===== src/rtl/pipeline_ctrl.sv =====
// Pipeline hazard/stall controller for a 5-stage in-order core.
// Tracks run/idle, waits out slow data-memory accesses with a timeout,
// and drives stall, bubble and flush controls for the pipeline registers.
// Also keeps a saturating count of PC-stall cycles.
module pipeline_ctrl #(
    parameter int MEM_TIMEOUT = 16,
    parameter int CNT_W       = 16
) (
    input  logic             clk_i,
    input  logic             rst_i,
    input  logic             start_i,
    input  logic             load_use_i,
    input  logic             branch_taken_i,
    input  logic             mem_req_i,
    input  logic             mem_ack_i,
    output logic             PC_stall_o,
    output logic             IFID_stall_o,
    output logic             IDEX_bubble_o,
    output logic             EXMEM_stall_o,
    output logic             MEMWB_bubble_o,
    output logic             IFID_flush_o,
    output logic             mem_timeout_o,
    output logic [CNT_W-1:0] stall_cnt_o,
    output logic [1:0]       state_o
);

    localparam logic [1:0] IDLE     = 2'b00;
    localparam logic [1:0] RUN      = 2'b01;
    localparam logic [1:0] MEM_WAIT = 2'b10;
    localparam logic [1:0] ERROR    = 2'b11;

    // Timer value seen on the last unacked wait cycle before giving up.
    localparam logic [7:0] TMR_LAST = 8'(MEM_TIMEOUT - 1);

    logic [1:0]       state_q;
    logic [1:0]       state_nxt;
    logic [7:0]       wait_tmr_q;
    logic [CNT_W-1:0] stall_cnt_q;
    logic             timeout_q;
    logic             freeze;
    logic             lu_stall;
    logic             flush;

    // Increment that sticks at all ones instead of wrapping.
    function automatic logic [CNT_W-1:0] sat_inc(input logic [CNT_W-1:0] v);
        if (&v)
            return v;
        else
            return v + 1'b1;
    endfunction

    // Next-state and hazard decode; memory freeze outranks load-use, which outranks branch flush.
    always_comb begin
        freeze    = 1'b0;
        lu_stall  = 1'b0;
        flush     = 1'b0;
        state_nxt = state_q;
        case (state_q)
            IDLE: begin
                freeze = 1'b1;
                if (start_i)
                    state_nxt = RUN;
            end
            RUN: begin
                if (mem_req_i && !mem_ack_i) begin
                    // A pending miss wins even over a stop request.
                    freeze    = 1'b1;
                    state_nxt = MEM_WAIT;
                end else begin
                    if (load_use_i)
                        lu_stall = 1'b1;
                    else if (branch_taken_i)
                        flush = 1'b1;
                    state_nxt = start_i ? RUN : IDLE;
                end
            end
            MEM_WAIT: begin
                if (!mem_ack_i) begin
                    freeze = 1'b1;
                    if (wait_tmr_q == TMR_LAST)
                        state_nxt = ERROR;
                end else begin
                    state_nxt = start_i ? RUN : IDLE;
                end
            end
            ERROR: begin
                // Terminal: only reset leaves this state.
                freeze = 1'b1;
            end
            default: begin
                freeze    = 1'b1;
                state_nxt = IDLE;
            end
        endcase
    end

    assign PC_stall_o     = freeze | lu_stall;
    assign IFID_stall_o   = freeze | lu_stall;
    assign IDEX_bubble_o  = freeze | lu_stall;
    assign EXMEM_stall_o  = freeze;
    assign MEMWB_bubble_o = freeze;
    assign IFID_flush_o   = flush;
    assign mem_timeout_o  = timeout_q;
    assign stall_cnt_o    = stall_cnt_q;
    assign state_o        = state_q;

    // FSM state register.
    always_ff @(posedge clk_i or negedge rst_i) begin
        if (!rst_i)
            state_q <= IDLE;
        else
            state_q <= state_nxt;
    end

    // Wait timer: held at zero outside MEM_WAIT, so every wait starts fresh.
    always_ff @(posedge clk_i or negedge rst_i) begin
        if (!rst_i)
            wait_tmr_q <= 8'd0;
        else if (state_q != MEM_WAIT)
            wait_tmr_q <= 8'd0;
        else if (!mem_ack_i)
            wait_tmr_q <= wait_tmr_q + 8'd1;
    end

    // Sticky timeout flag, raised on the edge that enters ERROR.
    always_ff @(posedge clk_i or negedge rst_i) begin
        if (!rst_i)
            timeout_q <= 1'b0;
        else if (state_nxt == ERROR)
            timeout_q <= 1'b1;
    end

    // Saturating count of cycles the PC was held while running or waiting on memory.
    always_ff @(posedge clk_i or negedge rst_i) begin
        if (!rst_i)
            stall_cnt_q <= '0;
        else if ((state_q == RUN || state_q == MEM_WAIT) && PC_stall_o)
            stall_cnt_q <= sat_inc(stall_cnt_q);
    end

endmodule


===== config.mk =====
export PLATFORM = sky130hd
export DESIGN_NAME = pipeline_ctrl
export DESIGN_NICKNAME = d
export VERILOG_FILES = /design/src/rtl/pipeline_ctrl.sv
export SDC_FILE = /design/constraint.sdc
export NUM_CORES = 1
export LEC_CHECK = 0
export CAP_MARGIN = 20
export CORE_ASPECT_RATIO = 0.6
export CORE_MARGIN = 2
export CORE_UTILIZATION = 50
export CTS_CLUSTER_DIAMETER = 120
export CTS_CLUSTER_SIZE = 12
export DETAILED_ROUTE_END_ITERATION = 6
export PLACE_DENSITY = 0.79
export REMOVE_ABC_BUFFERS = 1
export SLEW_MARGIN = 20
export SYNTH_ARGS = -nofsm -noshare
export SYNTH_HDL_FRONTEND = slang
export SYNTH_SLANG_ARGS = --single-unit

===== constraint.sdc =====
create_clock -name clk_i -period 2.3 [get_ports clk_i]
set_clock_uncertainty 0.2 [all_clocks]
set_input_delay 0.23 -clock clk_i [delete_from_list [all_inputs] [get_ports clk_i]]
set_output_delay 0.23 -clock clk_i [all_outputs]
set_load 0.05 [all_outputs]

==> results of run 1 <==
## cells by family after synthesis
family	after synthesis
and+or+nand+nor	62
xor gates and xnor gates	19
buffers and inverters	10
muxes	4
AOI/OAI and AO/OA	13
DFF	27
adders and majority gates	6
## final timing paths
kind / startpoint / to / slack [ps] / cells past startpoint
setup / recovery: state_o[1] / IDEX_bubble_o / 50 / 6
hold / removal: rst_i / mem_timeout_o / 120 / 2
setup reg to reg: state_o[0] / stall_cnt_o[1] / 60 / 6
hold reg to reg: mem_timeout_o / mem_timeout_o / 270 / 1
max in group asynchronous: rst_i / stall_cnt_o[2] / 1530 / 2
min in group clk_i: mem_timeout_o / mem_timeout_o / 270 / 1
## critical path, stage by stage (launching register included)
cell	delay, ps
dfrtp_1	390
inv_1	130
ha_2	250
mux2i_4	260
o22ai_2	120
a21o_2	210
buf_4	190
## synthesized netlist by cell type (all sizes together) (3+ instances only)
cell type | n | share of area
o21ai | 3 | 0.010
and2 | 6 | 0.025
nor3 | 4 | 0.017
nor4 | 3 | 0.017
xor2 | 5 | 0.030
buf | 5 | 0.026
a21o | 3 | 0.016
nor2 | 6 | 0.015
nand2 | 10 | 0.025
and3 | 4 | 0.017
dfrtp | 27 | 0.46
nand4 | 4 | 0.017
nor2b | 7 | 0.030
ha | 6 | 0.051
xnor2 | 14 | 0.083
nand3 | 12 | 0.041
inv | 4 | 0.010
## timing repair
| action | CTS | global route |
|---|---|---|
| setup endpoints to repair | 6 | 11 |
| pin swaps | 0 | 1 |
| resized for setup | 1 | 8 |
| buffers inserted | 2 | 0 |
## per-stage QoR
step | setup WS, ps | setup TNS (ps) | total power (uW) | hold WS, ps | utilization
floorplan | -1600 | -8260 | 1450 | -266 | -
global placement | 133 | 0 | 1940 | 244 | 0.653
detailed placement | -18.0 | -18.0 | 1960 | 256 | 0.653
CTS | 13.0 | 0 | 2250 | 131 | 0.677
global route | -2.26 | -4.30 | 2430 | 148 | 0.693
finish | 51.2 | 0 | 2320 | 121 | 0.693
## cells in the final DEF, fill, tap and decap left out, types with 2 or more instances in the layout
cell,netlist,final
a31oi_1,2,2
nor3_1,3,2
and4_1,2,2
dfrtp_1,27,27
nand4_1,4,4
ha_1,6,4
a21o_1,2,2
and2_1,6,6
buf_4,3,10
nor2b_1,7,7
clkbuf_8,0,3
xnor2_1,14,14
and3_1,4,4
nand3_1,12,12
o21ai_0,3,3
clkdlybuf4s50_1,0,25
xor2_1,5,5
nand2_1,10,10
nor4_1,2,2
inv_1,4,3
mux2_2,2,2
nor2_1,6,6
buf_12,0,3
## layer usage
| metal | wire length (um) | vias up | track usage |
|---|---|---|---|
| met4 | 6 | 0 | 0.0357 |
| met2 | 1410 | 23 | 0.307 |
| met1 | 1630 | 560 | 0.298 |
| met5 | 0 | - | 0 |
| met3 | 126 | 2 | 0.0591 |
| li1 | - | 559 | - |
## report_power, final
group,total (uW),switching [uW],internal [uW]
clock network,261,140,121
logic,1440,874,570
registers,618,80.3,538
## flip-flops by register name, summed over array words and instances (netlist names)
register / flops
wait_tmr_q: 8
stall_cnt_o: 16
state_o: 2
mem_timeout_o: 1
## cell type report
class | instances | area, um^2 | share of cell area
Clock buffer | 3 | 41.3 | 0.0209
Clock inverter | 1 | 5.00 | 0.00253
Inverter | 4 | 15.0 | 0.00759
Multi-Input combinational cell | 104 | 802 | 0.406
Sequential cell | 27 | 676 | 0.342
Tap cell | 42 | 52.6 | 0.0266
Timing Repair Buffer | 38 | 385 | 0.195
==> impl_metrics.yaml, run 1 <==
pwr:
  power_density_nw_per_um2: 1180
  vdd_drop_max_mv: 1.12
  power.leakage_uw: 0.000873
synthesis:
  async_reset_ff_frac: 1.00
  synth_seq_cells: 27
  syn_inst: 141
  yosysWarnings: 0
  synth_edf_count: 0
  synthAdderAreaFrac: 0.0507
  avgSynthCellArea_um2: 10.5
  synthDistinctLibCells: 36
  synthFlopType: "dfrtp_1"
  yosysSeqAreaShare: 0.456
  synth_simple_gate_area_frac: 0.236
  synth_compound_area_frac: 0.0777
  synthXorXnorAreaFrac: 0.112
  synth_top_family_by_area: "simple AND/OR/NAND/NOR gates"
  synth_area_um2: 1480
  muxShareOfSynthArea: 0.0287
clock_tree:
  clock_path_buffers: 2
  clk_latency_ps: 270
  htree_levels: 1
  clock_sinks: 27
  cts_buffers: 3
  tritoncts: "done"
  hold_buffers: 0
  cts_root_buf: "clkbuf_8"
  path_clk_slew_ps: 80
timing:
  max_freq_mhz: 445
  maxSlewHeadroom: 0.651
  setup_viol: 0
  finalCriticalPeriod_ps: 2250
  fin_crit_sh: 0.978
  drv_slew: 0
  worst_pin_slew_ps: 523
  hold_violations: 0
floorplan:
  io_pins: 32
  die_height_um: 46.2
  start_util: 0.519
  die_w_um: 74.3
  rows: 15
  fp.coreArea_um2: 2850
  die_area_um2: 3430
cells_and_area:
  final_layout_size_suffix_gt1_frac: 0.169
  fillerInstances: 212
  n_antenna_cell: 0
  nNetsFinal: 191
  syn2layout_area_growth_pct: 33.4
  postLayoutCellArea_um2: 1980
  fin_cells: 219
drt:
  avgRoutedWirePerCell_um: 14.5
  wl_um: 3170
  vias_per_cell: 5.22
  drc: 0
  dr.pass1.iters: 4
  dr.first_iter.drc_count: 58
  routed-via-count: 1144
  ant_nets: 0
placement:
  gp_congestion: 0.896
  io_buffers: 31
  dpl.cell_count: 213
  dp_hpwl_um: 2300
  placed_area_um2: 1860
min_path:
  min_path_type: "in2async"
worst_setup_path:
  worstPathArrival_ps: 1820
  crit_type: "reg2out"
  cp_max_fo: 3
  start_kind: "flip-flop"
  cp.required_ps: 1870
  critical_path.endpoint_type: "output port"
global_route:
  antenna_found_initial: 0
  grt_max_degree: 28
  grt_overflow: 0
  grt_usage: 0.204
  grt_pass1_vias: 1074
  grt_pass1_wl_um: 5190
run_status:
  status: "completed"
flow_run:
  max_cap_violations: 0
Note: power is estimated with default switching activity, not from simulation.
==> run 2: changes to the inputs <==
--- a/config.mk
+++ b/config.mk
@@ -18,3 +18,4 @@
 export SYNTH_ARGS = -nofsm -noshare
 export SYNTH_HDL_FRONTEND = slang
 export SYNTH_SLANG_ARGS = --single-unit
+export TNS_END_PERCENT = 50
==> results of run 2 <==
Final layout, timing and power as in run 1 (identical DEF).
==> run 3: changes to the inputs <==
--- a/config.mk
+++ b/config.mk
@@ -5,6 +5,7 @@
 export SDC_FILE = /design/constraint.sdc
 export NUM_CORES = 1
 export LEC_CHECK = 0
+export ABC_CLOCK_PERIOD_IN_PS = 2300
 export CAP_MARGIN = 20
 export CORE_ASPECT_RATIO = 0.6
 export CORE_MARGIN = 2
@@ -12,6 +13,7 @@
 export CTS_CLUSTER_DIAMETER = 120
 export CTS_CLUSTER_SIZE = 12
 export DETAILED_ROUTE_END_ITERATION = 6
+export GPL_TIMING_DRIVEN = 0
 export PLACE_DENSITY = 0.79
 export REMOVE_ABC_BUFFERS = 1
 export SLEW_MARGIN = 20
==> run 3 against run 2 <==
  * Clock power is essentially flat
  * Highest routed layer unchanged
  * Largest cell class unchanged
  * Count of clock-buffer cells in the layout up 1
  * Largest power group unchanged
  * Worst hold slack improved by 140 ps
  * Combinational power fell by 7%
  * Critical path depth unchanged
  * Via count is 1.2% higher
  * Critical path type unchanged
  * Routed wire length increased by 3.1%
==> impl_metrics.yaml, run 3 (synthesis gave the netlist of run 1 again) <==
run_status:
  status: "completed"
worst_setup_path:
  critical_path.endpoint_type: "output port"
  crit_type: "reg2out"
  crit_family: "flip-flops"
  critPathBufInv: 2
  slowest_stage: "dfrtp_1"
  path_cells: "inv_2 -> ha_4 -> mux2i_4 -> o22ai_1 -> a21o_2 -> buf_4"
  start_kind: "flip-flop"
  worstPathArrival_ps: 1810
  cp_max_fo: 8
  critPathMaxStageDelay_ps: 420
  cp.required_ps: 1870
floorplan:
  io_pins: 32
  rows: 15
  fp.coreArea_um2: 2850
  die_area_um2: 3430
  start_util: 0.519
  die_w_um: 74.3
  die_height_um: 46.2
timing:
  setup_viol: 0
  tns_ps: 0
  worst_pin_slew_ps: 585
  fin_crit_sh: 0.974
  finalCriticalPeriod_ps: 2240
  timing.final.ws_setup_ps: 60.1
  drv_slew: 0
  maxSlewHeadroom: 0.610
  max_freq_mhz: 446
  hold_violations: 0
cells_and_area:
  final_layout_size_suffix_gt1_frac: 0.169
  postLayoutCellArea_um2: 1950
  largest_reg_flops: 16
  final_cell_mix: "dfrtp_1 (26), clkdlybuf4s50_1 (24), xnor2_1 (14)"
  n_antenna_cell: 0
  fin_cells: 219
  nNetsFinal: 191
  layout_commonest_cell: "dfrtp_1"
  syn2layout_area_growth_pct: 31.4
clock_tree:
  path_clk_slew_ps: 80
  clock_sinks: 27
  tritoncts: "done"
  cts_buffers: 3
  clock_path_buffers: 2
  htree_levels: 1
  cts_root_buf: "clkbuf_8"
  clk_latency_ps: 270
global_route:
  grt_pass1_wl_um: 5250
  busiest_layer: "met2"
  grt_usage: 0.212
  grt_overflow: 0
  met2_usage: 0.330
  antenna_found_initial: 0
  grt_max_degree: 28
  grt_util_met1: 0.289
  grt_use_met3: 0.0613
  grt_pass1_vias: 1092
drt:
  dr.pass1.iters: 4
  dr.first_iter.drc_count: 60
  vias_per_cell: 5.29
  avgRoutedWirePerCell_um: 14.9
  wl_um: 3260
  ant_nets: 0
  drc: 0
  routed-via-count: 1158
pwr:
  power_density_nw_per_um2: 1140
  p_total_uw: 2230
  vdd_drop_max_mv: 1.32
  power.leakage_uw: 0.000848
placement:
  dpl.cell_count: 208
  gp_congestion: 0.864
  placed_area_um2: 1800
  dp_hpwl_um: 2380
  place_ws_ps: -429
  io_buffers: 31
min_path:
  min_path_type: "reg2reg"
flow_run:
  max_cap_violations: 0
run 3: metrics by stage:
step                 util  hold WS [ps]
global route        0.682           300
CTS                 0.667           263
detailed placement  0.630          69.0
floorplan               -          -266
finish              0.682           261
global placement    0.632           242
run 3: cell type report:
cell class,count,area [um^2]
inverter,4,15.0
fill,227,906
timing repair buffer,38,342
multi-input combinational,104,816
clock buffer,4,45.0
tap,42,52.6
sequential,27,677
run 3: timing repair:
action / in CTS / in global routing
hold endpoints to repair: 27 / 0
hold buffers: 1 / 0
pin swaps: 0 / 2
buffers inserted: 4 / 2
setup endpoints to repair: 16 / 16
resized for setup: 36 / 6
run 3: final timing paths:
| check | start | to | slack, ps | cells after the start |
|---|---|---|---|---|
| max | state_o[1] | IFID_stall_o | 60 | 6 |
| min | mem_timeout_o | mem_timeout_o | 260 | 1 |
| max reg2reg | state_o[1] | stall_cnt_o[4] | 90 | 7 |
| min reg2reg | mem_timeout_o | mem_timeout_o | 260 | 1 |
| max in group asynchronous | rst_i | state_o[0] | 1180 | 2 |
| min in group asynchronous | rst_i | mem_timeout_o | 310 | 2 |
run 3: power by group:
part | total, uW | leakage, uW | switching, uW | internal, uW
Clock | 262 | 0.0000228 | 138 | 124
Sequential | 630 | 0.000361 | 90.0 | 540
Combinational | 1340 | 0.000464 | 860 | 476
Total | 2230 | 0.000848 | 1090 | 1140
run 3: routing by layer:
metal  vias up  wire, um
met5         -         0
met4         0        84
met3         8       150
met2        30      1490
met1       562      1540
li1        558         -
